## config.mk

```make
export PLATFORM = sky130hd
export DESIGN_NAME = regfile_dump_flat
export DESIGN_NICKNAME = d
export VERILOG_FILES = /design/src/rtl/regfile_dump_if.sv /design/src/rtl/regfile_dump.sv /design/src/flat_wrapper.sv
export SDC_FILE = /design/constraint.sdc
export NUM_CORES = 1
export LEC_CHECK = 0
export CAP_MARGIN = 30
export CORE_MARGIN = 1
export CORE_UTILIZATION = 30
export DETAILED_ROUTE_END_ITERATION = 16
export GPL_TIMING_DRIVEN = 0
export PLACE_DENSITY_LB_ADDON = 0.3
export SKIP_CTS_REPAIR_TIMING = 1
export SLEW_MARGIN = 20
export SYNTH_ARGS = -nofsm -noshare
export SYNTH_HDL_FRONTEND = slang
export SYNTH_SLANG_ARGS = --single-unit
export TNS_END_PERCENT = 100
```

## constraint.sdc

```tcl
create_clock -name clk -period 1.7 [get_ports clk]
set_input_delay 0.17 -clock clk [delete_from_list [all_inputs] [get_ports clk]]
set_output_delay 0.17 -clock clk [all_outputs]
set_load 0.005 [all_outputs]
```

## src/rtl/regfile_dump_if.sv

```systemverilog
// Port bundle for regfile_dump: register-file read port A, the streamed word
// handshake, and the start/busy/done control strobes.
interface regfile_dump_if #(
  parameter int ADDR_W = 5,
  parameter int DATA_W = 32
);
  logic              start;
  logic [ADDR_W-1:0] ra;
  logic [DATA_W-1:0] busa;
  logic [DATA_W-1:0] dout;
  logic              dout_valid;
  logic              dout_ready;
  logic              busy;
  logic              done;

  modport master (
    input  start, busa, dout_ready,
    output ra, dout, dout_valid, busy, done
  );

  modport slave (
    output start, busa, dout_ready,
    input  ra, dout, dout_valid, busy, done
  );
endinterface

```

## src/rtl/regfile_dump.sv

```systemverilog
// Walks register-file read port A from r0 to r(NUM_REGS-1) and streams each word
// over valid/ready. Optional trailing XOR checksum word: REGFILE_DUMP_CKSUM_EN.
module regfile_dump #(
  parameter int NUM_REGS = 32,
  parameter int ADDR_W   = 5,
  parameter int DATA_W   = 32
) (
  input logic           clk,
  input logic           reset,
  regfile_dump_if.master bus
);

  typedef enum logic [2:0] {
    IDLE,
    FETCH,
    SEND,
`ifdef REGFILE_DUMP_CKSUM_EN
    CKSUM,
`endif
    FINISH
  } state_t;

  localparam logic [ADDR_W-1:0] LAST = ADDR_W'(NUM_REGS - 1);

  state_t            state, next_state;
  logic [ADDR_W-1:0] idx;
  logic [DATA_W-1:0] dout_q;
  logic              valid_q;
`ifdef REGFILE_DUMP_CKSUM_EN
  logic [DATA_W-1:0] cksum;
`endif

  // idx doubles as the registered read address; it is parked at 0 outside a dump
  assign bus.ra         = idx;
  assign bus.dout       = dout_q;
  assign bus.dout_valid = valid_q;
  assign bus.busy       = (state != IDLE);
  assign bus.done       = (state == FINISH);

  always_comb begin
    next_state = state;
    case (state)
      IDLE:   if (bus.start) next_state = FETCH;
      FETCH:  next_state = SEND;
      SEND: begin
        if (bus.dout_ready) begin
          if (idx == LAST) begin
`ifdef REGFILE_DUMP_CKSUM_EN
            next_state = CKSUM;
`else
            next_state = FINISH;
`endif
          end else begin
            next_state = FETCH;
          end
        end
      end
`ifdef REGFILE_DUMP_CKSUM_EN
      CKSUM:  if (bus.dout_ready) next_state = FINISH;
`endif
      FINISH: next_state = IDLE;
      default: next_state = IDLE;
    endcase
  end

  always_ff @(posedge clk) begin
    if (reset) begin
      state   <= IDLE;
      idx     <= '0;
      dout_q  <= '0;
      valid_q <= 1'b0;
`ifdef REGFILE_DUMP_CKSUM_EN
      cksum   <= '0;
`endif
    end else begin
      state <= next_state;
      case (state)
        IDLE: begin
          if (bus.start) begin
            idx <= '0;
`ifdef REGFILE_DUMP_CKSUM_EN
            cksum <= '0;
`endif
          end
        end
        FETCH: begin
          dout_q  <= bus.busa;
          valid_q <= 1'b1;
`ifdef REGFILE_DUMP_CKSUM_EN
          cksum   <= cksum ^ bus.busa;
`endif
        end
        SEND: begin
          if (bus.dout_ready) begin
            if (idx == LAST) begin
              idx <= '0;
`ifdef REGFILE_DUMP_CKSUM_EN
              // checksum already folds in the final word, so it follows immediately
              dout_q  <= cksum;
              valid_q <= 1'b1;
`else
              valid_q <= 1'b0;
`endif
            end else begin
              idx     <= idx + ADDR_W'(1);
              valid_q <= 1'b0;
            end
          end
        end
`ifdef REGFILE_DUMP_CKSUM_EN
        CKSUM: begin
          if (bus.dout_ready) valid_q <= 1'b0;
        end
`endif
        default: ;
      endcase
    end
  end

endmodule

```

## src/flat_wrapper.sv

```systemverilog
// flat-port wrapper written by rule: the top's interface ports become plain ports
module regfile_dump_flat 
#(
  parameter int NUM_REGS = 32,
  parameter int ADDR_W   = 5,
  parameter int DATA_W   = 32
)
  (clk, reset, bus_start, bus_busa, bus_dout_ready, bus_ra, bus_dout, bus_dout_valid, bus_busy, bus_done);
  regfile_dump_if #(.ADDR_W(ADDR_W), .DATA_W(DATA_W)) bus_i ();
  input logic clk;
  input logic reset;
  input wire logic [$bits(bus_i.start)-1:0] bus_start;
  input wire logic [$bits(bus_i.busa)-1:0] bus_busa;
  input wire logic [$bits(bus_i.dout_ready)-1:0] bus_dout_ready;
  output wire logic [$bits(bus_i.ra)-1:0] bus_ra;
  output wire logic [$bits(bus_i.dout)-1:0] bus_dout;
  output wire logic [$bits(bus_i.dout_valid)-1:0] bus_dout_valid;
  output wire logic [$bits(bus_i.busy)-1:0] bus_busy;
  output wire logic [$bits(bus_i.done)-1:0] bus_done;
  assign bus_i.start = bus_start;
  assign bus_i.busa = bus_busa;
  assign bus_i.dout_ready = bus_dout_ready;
  assign bus_ra = bus_i.ra;
  assign bus_dout = bus_i.dout;
  assign bus_dout_valid = bus_i.dout_valid;
  assign bus_busy = bus_i.busy;
  assign bus_done = bus_i.done;
  regfile_dump #(.NUM_REGS(NUM_REGS), .ADDR_W(ADDR_W), .DATA_W(DATA_W)) u_core (.clk(clk), .reset(reset), .bus(bus_i));
endmodule
```

-- Yosys cells after proc, flatten, opt, wreduce, memory -nomap -nowiden
Cells that the tools add are included.
- add/sub/neg operators: 1
- reduce and logical (&&, ||, !) cells: 7
- multiplexer cells: 10
- equal/unequal tests: 6
- bitwise operators: 0
- magnitude comparators: 0
- multiply operators: 0
- divide/modulo/power cells: 0
- shift operators: 0
- operators with widths (cell ; count):
    2-to-1 mux 5 bit ; 3
    one-hot mux 5 bit (2 select lines) ; 1
    one-hot mux 3 bit (3 select lines) ; 1
    == test 3 x 2 -> 1 bit, second input constant ; 2
    2-to-1 mux 3 bit ; 2
    adder 5 x 1 -> 5 bit, second input constant ; 1
    == test 5 bit, second input constant ; 1
    inequality test 2 bit, second input constant ; 2
    AND reduction 2 bit ; 2
    nonzero test 2 bit ; 2
    == test 3 x 1 -> 1 bit, second input constant ; 1
    zero test 3 bit ; 1
    AND reduction 3 bit ; 1
    nonzero test 3 bit ; 1
    2-to-1 mux 2 bit ; 1
    one-hot mux 1 bit (2 select lines) ; 1
    2-to-1 mux 1 bit ; 1
- input port bits: 36
- register bits after elaboration: 41
- memories kept: 0
- bits in read-only memories: 0
- bits in latches: 0
- bits in writable memories: 0

-- Logic depth before layout (Yosys ltp)
Gate-level depths: netlist (run 1).
- depth in word-level cells: 4
- gate-level depth with buffers: 6

-- Least setup slack after synthesis (run 1)
No wires, ideal clock.
- path kind: register to register
- start point: reg u_core.idx[0], in the netlist u_core.bus.ra[0]
- end point: reg u_core.idx[3], in the netlist u_core.bus.ra[3]
- path slack: 0.135 ns
- stages on the path, launching flop included: 7
- arrival time: 1.447 ns
- data required time: 1.583 ns
- period minus slack after synthesis: 1.565 ns
- cell sequence: dfxtp_1 -> ha_1 -> and3_1 -> ha_1 -> inv_1 -> a311o_1 -> a32o_1
- word-level cells in the longest chain between the ends: 4
- ends and longest elaborated chain (item ; line ; text):
    start, declared ; regfile_dump.sv:26 ; logic [ADDR_W-1:0] idx;
    start signal, assigned ; regfile_dump.sv:105 ; idx <= idx + ADDR_W'(1);
    adder 5 x 1 -> 5 bit / == test 5 bit (equally long branches) ; regfile_dump.sv:105, regfile_dump.sv:95 ;
    2-to-1 mux 5 bit * ; regfile_dump.sv:95 ; if (idx == LAST) begin
    2-to-1 mux 5 bit * ; regfile_dump.sv:94 ; if (bus.dout_ready) begin
    one-hot mux 5 bit (2 select lines) * ; regfile_dump.sv:77 ; case (state)
Every way passes the cells marked *; elsewhere a longest branch is shown, timed or not. The select of a mux whose other input is x is not followed.
A chain may end at the register's enable or synchronous reset.

-- Final worst setup path (run 1)
Ends and elaborated chain as after synthesis.

==> results of run 1 <==
==> logic make-up (layout without fill, tap and decap cells) <==
kind of cell / count (synthesis) / after routing
flip-flops: 40 / 40
AO/OA/AOI/OAI: 46 / 46
multiplexers: 1 / 1
buffers and inverters: 17 / 100
AND/OR/NAND/NOR: 82 / 82
adder cells (fa/ha/maj): 2 / 2
==> power by group <==
part | leakage (nW) | internal (mW) | switching [mW]
clock | 0.0645 | 0.518 | 0.331
combinational | 0.523 | 0.196 | 0.128
sequential | 0.327 | 0.983 | 0.0228
total | 0.915 | 1.70 | 0.481
==> layout make-up <==
class	instances	area, um2	area share [%]
Timing Repair Buffer	75	753	30.2
Tap cell	67	83.8	3.36
Inverter	3	11.3	0.452
Multi-Input combinational cell	131	642	25.8
Buffer	14	71.3	2.86
Clock buffer	7	96.3	3.87
Clock inverter	1	30.0	1.20
Sequential cell	40	805	32.3
==> worst max-delay path: stages (launching register included) <==
cell and delay, ns:
dfxtp_2 0.36, ha_1 0.19, and3_1 0.17, ha_2 0.20, inv_1 0.04, a311o_1 0.30
a32o_1 0.26
==> flip-flops by register name, summed over array words and instances (netlist names) <==
signal and flops:
u_core.bus.ra 5, u_core.state 2, u_core.bus.dout 32, u_core.bus.dout_valid 1
==> through the flow <==
stage	setup WS [ns]	cell area, um2
finish	0.0662	2490
global route	0.0102	2490
CTS	-0.161	2480
detailed placement	-0.118	2350
global placement	-0.0824	2350
floorplan	0.135	1520
==> Yosys cell counts <==
master    number  area (um2)
a32o_1         1        10.0
dfxtp_1       40         801
nand3b_1       1        7.51
and3_1         1        6.26
and2b_1        1        7.51
clkbuf_1       6        22.5
nor2b_1        2        12.5
and4bb_2       1        12.5
ha_1           2        25.0
buf_6          1        11.3
inv_1          3        11.3
buf_1          1        3.75
mux2i_2        1        13.8
nor3_1         2        10.0
a211oi_1       1        7.51
and3b_1        1        8.76
o21ai_0        5        25.0
nand3_1        1        5.00
o31ai_1        1        7.51
nand2b_1       2        12.5
nand2_1       65         244
and2_1         1        6.26
or2_2          1        6.26
nor4b_1        1        8.76
a21oi_1       37         185
buf_2          6        30.0
a311o_1        1        10.0
nor2_1         2        7.51
==> path summary, 6_finish.rpt <==
check,from,end,slack (ns),depth (start not counted)
max,u_core.bus.ra[0],u_core.bus.ra[3],0.07,6
min,bus_busa[29],u_core.bus.dout[29],0.42,3
max reg2reg,u_core.bus.ra[0],u_core.bus.ra[3],0.07,6
min reg2reg,u_core.bus.dout[14],u_core.bus.dout[14],0.45,2
==> layer usage <==
layer	global-route usage, %	part of all wire [%]	vias to the layer above
met5	0	0	-
met4	6.54	1.7	0
met3	4.83	8.3	7
met2	24.8	45	52
met1	16.3	45	668
li1	-	-	780
==> out/qor.txt, run 1 <==
Layout area overhead -> 64.1%
Nets -> 308
Commonest non-fill, non-tap cell in the layout -> clkdlybuf4s50_1
H-tree depth reported by CTS -> 2
Total Wirelength -> 3780 um
Peak supply drop -> 0.000503 V
Largest net degree at the start of global routing -> 13
CTS tree -> done
Fin util -> 52.1%
Die height -> 73.2 um
RD Place Congestion -> 0.720
Placed Cells -> 330
Die width -> 73.2 um
Most frequent cells in the layout -> clkdlybuf4s50_1, nand2_1, a21oi_1, dfxtp_1, clkbuf_8
Post-Layout Cell Count -> 338
Ant diodes -> 0
Clock latency on the worst-skew pair -> 0.29 ns
Std-Cell Rows -> 25
Post-synthesis mux area share -> 0.906%
Synth Area in XOR/XNOR -> 0%
Actual slew at the worst max-slew pin -> 0.508 ns
Clock root cell -> clkbuf_8
Initial Util -> 31.7%
RSZ-0062 raised after global routing -> no
Critical path peak fanout -> 5
Clk sinks -> 40
Max-slew headroom -> 66.1%
DRT iter0 DRCs -> 34
Synthesized flop and latch total -> 40
Outcome -> finished clean
Final Skew -> 0.00614 ns
Syn avg cell area -> 8.08 um2
Fmax -> 0.612 GHz
Detailed Place HPWL -> 2650 um
Worst hold slack -> 0.417 ns
Synth Area in Compound Gates -> 16.1%
Initial antenna violation count -> 0
Final worst-path cycle share -> 96.1%
Global Route Usage Sum -> 14.5%
Warnings from Yosys -> 0
Syn Nets -> 226
Final TNS setup -> 0 ns
Clk buf depth -> 2
Grt ovf -> 0
WS Path Type -> reg -> reg
Num CTS Buffers -> 5
DR WL/cell -> 11.2 um
Post-layout min period -> 1.63 ns
IO Count -> 76
Via count -> 1507
Routed Antenna Nets -> 0
Yosys cell types -> 28
Synth Area in Simple Gates -> 23.4%
DRT Pass-1 Iters -> 4
Synth Area in Adders -> 1.65%
Worst hold path type -> in -> reg
CP required -> 1.89 ns
# DRC -> 0
CP Capture Type -> flip-flop
Pins Over Slew Limit -> 0
Drt via density -> 4.46
Largest family of logic cells by synthesized area -> simple AND/OR/NAND/NOR gates
# fillers -> 483
Vias in the first global route -> 1350
Tot Pwr -> 2.18 mW
Final setup viols -> 0
Share of layout cells above drive strength 1 -> 8.49%
Die area -> 5350 um2
MaxCap Viol Count -> 0
Clk pin slew, worst setup/hold paths -> 0.08 ns
Synth Instances -> 188
Core area -> 4790 um2
Arr. time, crit path -> 1.82 ns
First-pass GRT wire length -> 5930 um
Port buffer count -> 75
Sequential share of the synthesized area -> 52.7%
Mapped cell area -> 1520 um2
Leakage -> 0.915 nW
PD cells -> 874 nW/um2
CP startpoint kind -> flip-flop
Total count of hold-check failures in the final report -> 0
No activity file was read; power rests on OpenSTA's default activity.
==> inputs of run 2 (changes only) <==
Settings changed: MAX_ROUTING_LAYER set to met4, TNS_END_PERCENT 100 to 20.
==> run 2 against run 1 <==
Critical path depth unchanged; die area unchanged; global-route usage up 0.43 points; sequential share of layout area stayed put; design area unchanged; clock-buffer cell count unchanged; worst hold slack about the same; routed wire length fell by 0.11%; largest power group unchanged.
==> out/qor.txt, run 2 (synthesis results as in run 1) <==
Outcome -> finished clean
Clk buf depth -> 2 (unchanged)
Area occupied by multi-input gates -> 642 um2 (unchanged)
Fmax -> 0.612 GHz (about the same)
Final TNS setup -> 0 ns (unchanged)
Num CTS Buffers -> 5 (unchanged)
Tot Pwr -> 2.18 mW (about the same)
Commonest non-fill, non-tap cell in the layout -> clkdlybuf4s50_1
RD Place Congestion -> 0.729 (+1.2%)
CTS tree -> done
Share of layout cells above drive strength 1 -> 8.49% (unchanged)
Peak supply drop -> 0.000502 V (about the same)
Power share of the combinational group -> 14.9% (about the same)
Global Route Usage Sum -> 14.9% (+0.43 points)
Flop2flop setup slack -> 0.07 ns (about the same)
Die width -> 73.2 um (unchanged)
# fillers -> 483 (unchanged)
Ant diodes -> 0 (unchanged)
MaxCap Viol Count -> 0 (unchanged)
Seq pwr share -> 46.2% (about the same)
Largest net degree at the start of global routing -> 13 (unchanged)
Die height -> 73.2 um (unchanged)
DRT iter0 DRCs -> 34 (unchanged)
CP Capture Type -> flip-flop
Vias in the first global route -> 1350 (unchanged)
Std-Cell Rows -> 25 (unchanged)
# DRC -> 0 (unchanged)
Most frequent cells in the layout -> clkdlybuf4s50_1, nand2_1, a21oi_1, dfxtp_1, clkbuf_8
Clock root cell -> clkbuf_8
CP required -> 1.89 ns (about the same)
Clock latency on the worst-skew pair -> 0.29 ns (about the same)
H-tree depth reported by CTS -> 2 (unchanged)
RSZ-0062 raised after global routing -> no
Actual slew at the worst max-slew pin -> 0.508 ns (+0.00000399 ns)
Final worst-path cycle share -> 96.1% (about the same)
Pint -> 1.70 mW (unchanged)
Routed Antenna Nets -> 0 (unchanged)
Reg2reg start -> u_core.bus.ra[0]
Worst setup path endpoint -> u_core.bus.ra[3]
Core area -> 4790 um2 (unchanged)
Critical path peak fanout -> 5 (unchanged)
Clk pwr share -> 38.9% (about the same)
Clk pin slew, worst setup/hold paths -> 0.08 ns (about the same)
Final setup viols -> 0 (unchanged)
CP startpoint -> u_core.bus.ra[0]
Sw Pwr -> 0.481 mW (about the same)
Sw Ratio -> 22.1% (about the same)
Pins Over Slew Limit -> 0 (unchanged)
Final Skew -> 0.00612 ns (-0.0000181 ns)
Worst hold slack -> 0.416 ns (-0.000176 ns)
IO Count -> 76 (unchanged)
Grt ovf -> 0 (unchanged)
Initial Util -> 31.7% (unchanged)
Total count of hold-check failures in the final report -> 0 (unchanged)
Max FFs per register -> 32 (unchanged)
First-pass GRT wire length -> 5940 um (+0.10%)
Max-slew headroom -> 66.1% (about the same)
Storage element area -> 805 um2 (unchanged)
Leakage -> 0.915 nW (unchanged)
Clk sinks -> 40 (unchanged)
Detailed Place HPWL -> 2650 um (unchanged)
Initial antenna violation count -> 0 (unchanged)
Post-layout min period -> 1.63 ns (+0.000167 ns)
Nets -> 308 (unchanged)
Drt via density -> 4.46 (about the same)
CP startpoint kind -> flip-flop
FF-to-FF path depth -> 6 (unchanged)
Die area -> 5350 um2 (unchanged)
Port buffer count -> 75 (unchanged)
Total Wirelength -> 3780 um (-0.11%)
Worst hold path type -> in -> reg
Layout area overhead -> 64.1% (unchanged)
Arr. time, crit path -> 1.82 ns (about the same)
Worst reg2reg endpoint -> u_core.bus.ra[3]
Via count -> 1508 (+0.066%)
PD cells -> 874 nW/um2 (about the same)
DR WL/cell -> 11.2 um (-0.11%)
WS Path Type -> reg -> reg
DRT Pass-1 Iters -> 4 (unchanged)
run 2: cell counts in the layout (fill, tap and decap cells not counted):
Identical to the previous run, type by type.
run 2: how the worst min path moves through the flow:
stage | startpoint | to | slack (ns) | depth (start not counted)
floorplan | bus_dout_ready | u_core.bus.dout_valid | 0.27 | 1
global route | bus_busa[3] | u_core.bus.dout[3] | 0.42 | 3
global placement | u_core.bus.dout[27] | u_core.bus.dout[27] | 0.44 | 2
CTS | bus_busa[28] | u_core.bus.dout[28] | 0.41 | 3
detailed placement | u_core.bus.dout[14] | u_core.bus.dout[14] | 0.45 | 2
finish | bus_busa[1] | u_core.bus.dout[1] | 0.42 | 3
run 2: metal layers:
layer  GRT usage (%)  vias up  routed length, um  part of all wire, %
li1                -      780                  -                    -
met1            16.6      669               1730                   46
met2            24.8       52               1700                   45
met3            4.28        7                287                  7.6
met4            6.54        0                 61                  1.6
met5               -        -                  0                    0
run 2: power by group through the flow:
stage	clock network, mW	logic, mW	registers (mW)
floorplan	0	0.119	1.03
global placement	0	0.328	1.03
detailed placement	0	0.327	1.03
CTS	0.886	0.329	1.01
global route	0.907	0.362	1.01
finish	0.848	0.324	1.01
run 2: final cells by class:
type	instances	area share, %
Tap cell	67	3.36
Sequential cell	40	32.3
Buffer	14	2.86
Timing Repair Buffer	75	30.2
Clock inverter	1	1.20
Inverter	3	0.452
Multi-Input combinational cell	131	25.8
Clock buffer	7	3.87
run 2: worst max-delay path: stages, from the launching register on:
cell,delay [ns]
dfxtp_2,0.36
ha_1,0.19
and3_1,0.17
ha_2,0.20
inv_1,0.04
a311o_1,0.30
a32o_1,0.26
run 2: metrics by stage:
stage | cell area [um2] | cells | setup slack (ns) | util, %
floorplan | 1520 | 188 | 0.135 | -
global placement | 2350 | 330 | -0.0824 | 49.2
detailed placement | 2350 | 330 | -0.118 | 49.2
CTS | 2480 | 338 | -0.161 | 51.8
global route | 2490 | 338 | 0.0102 | 52.1
finish | 2490 | 338 | 0.0661 | 52.1
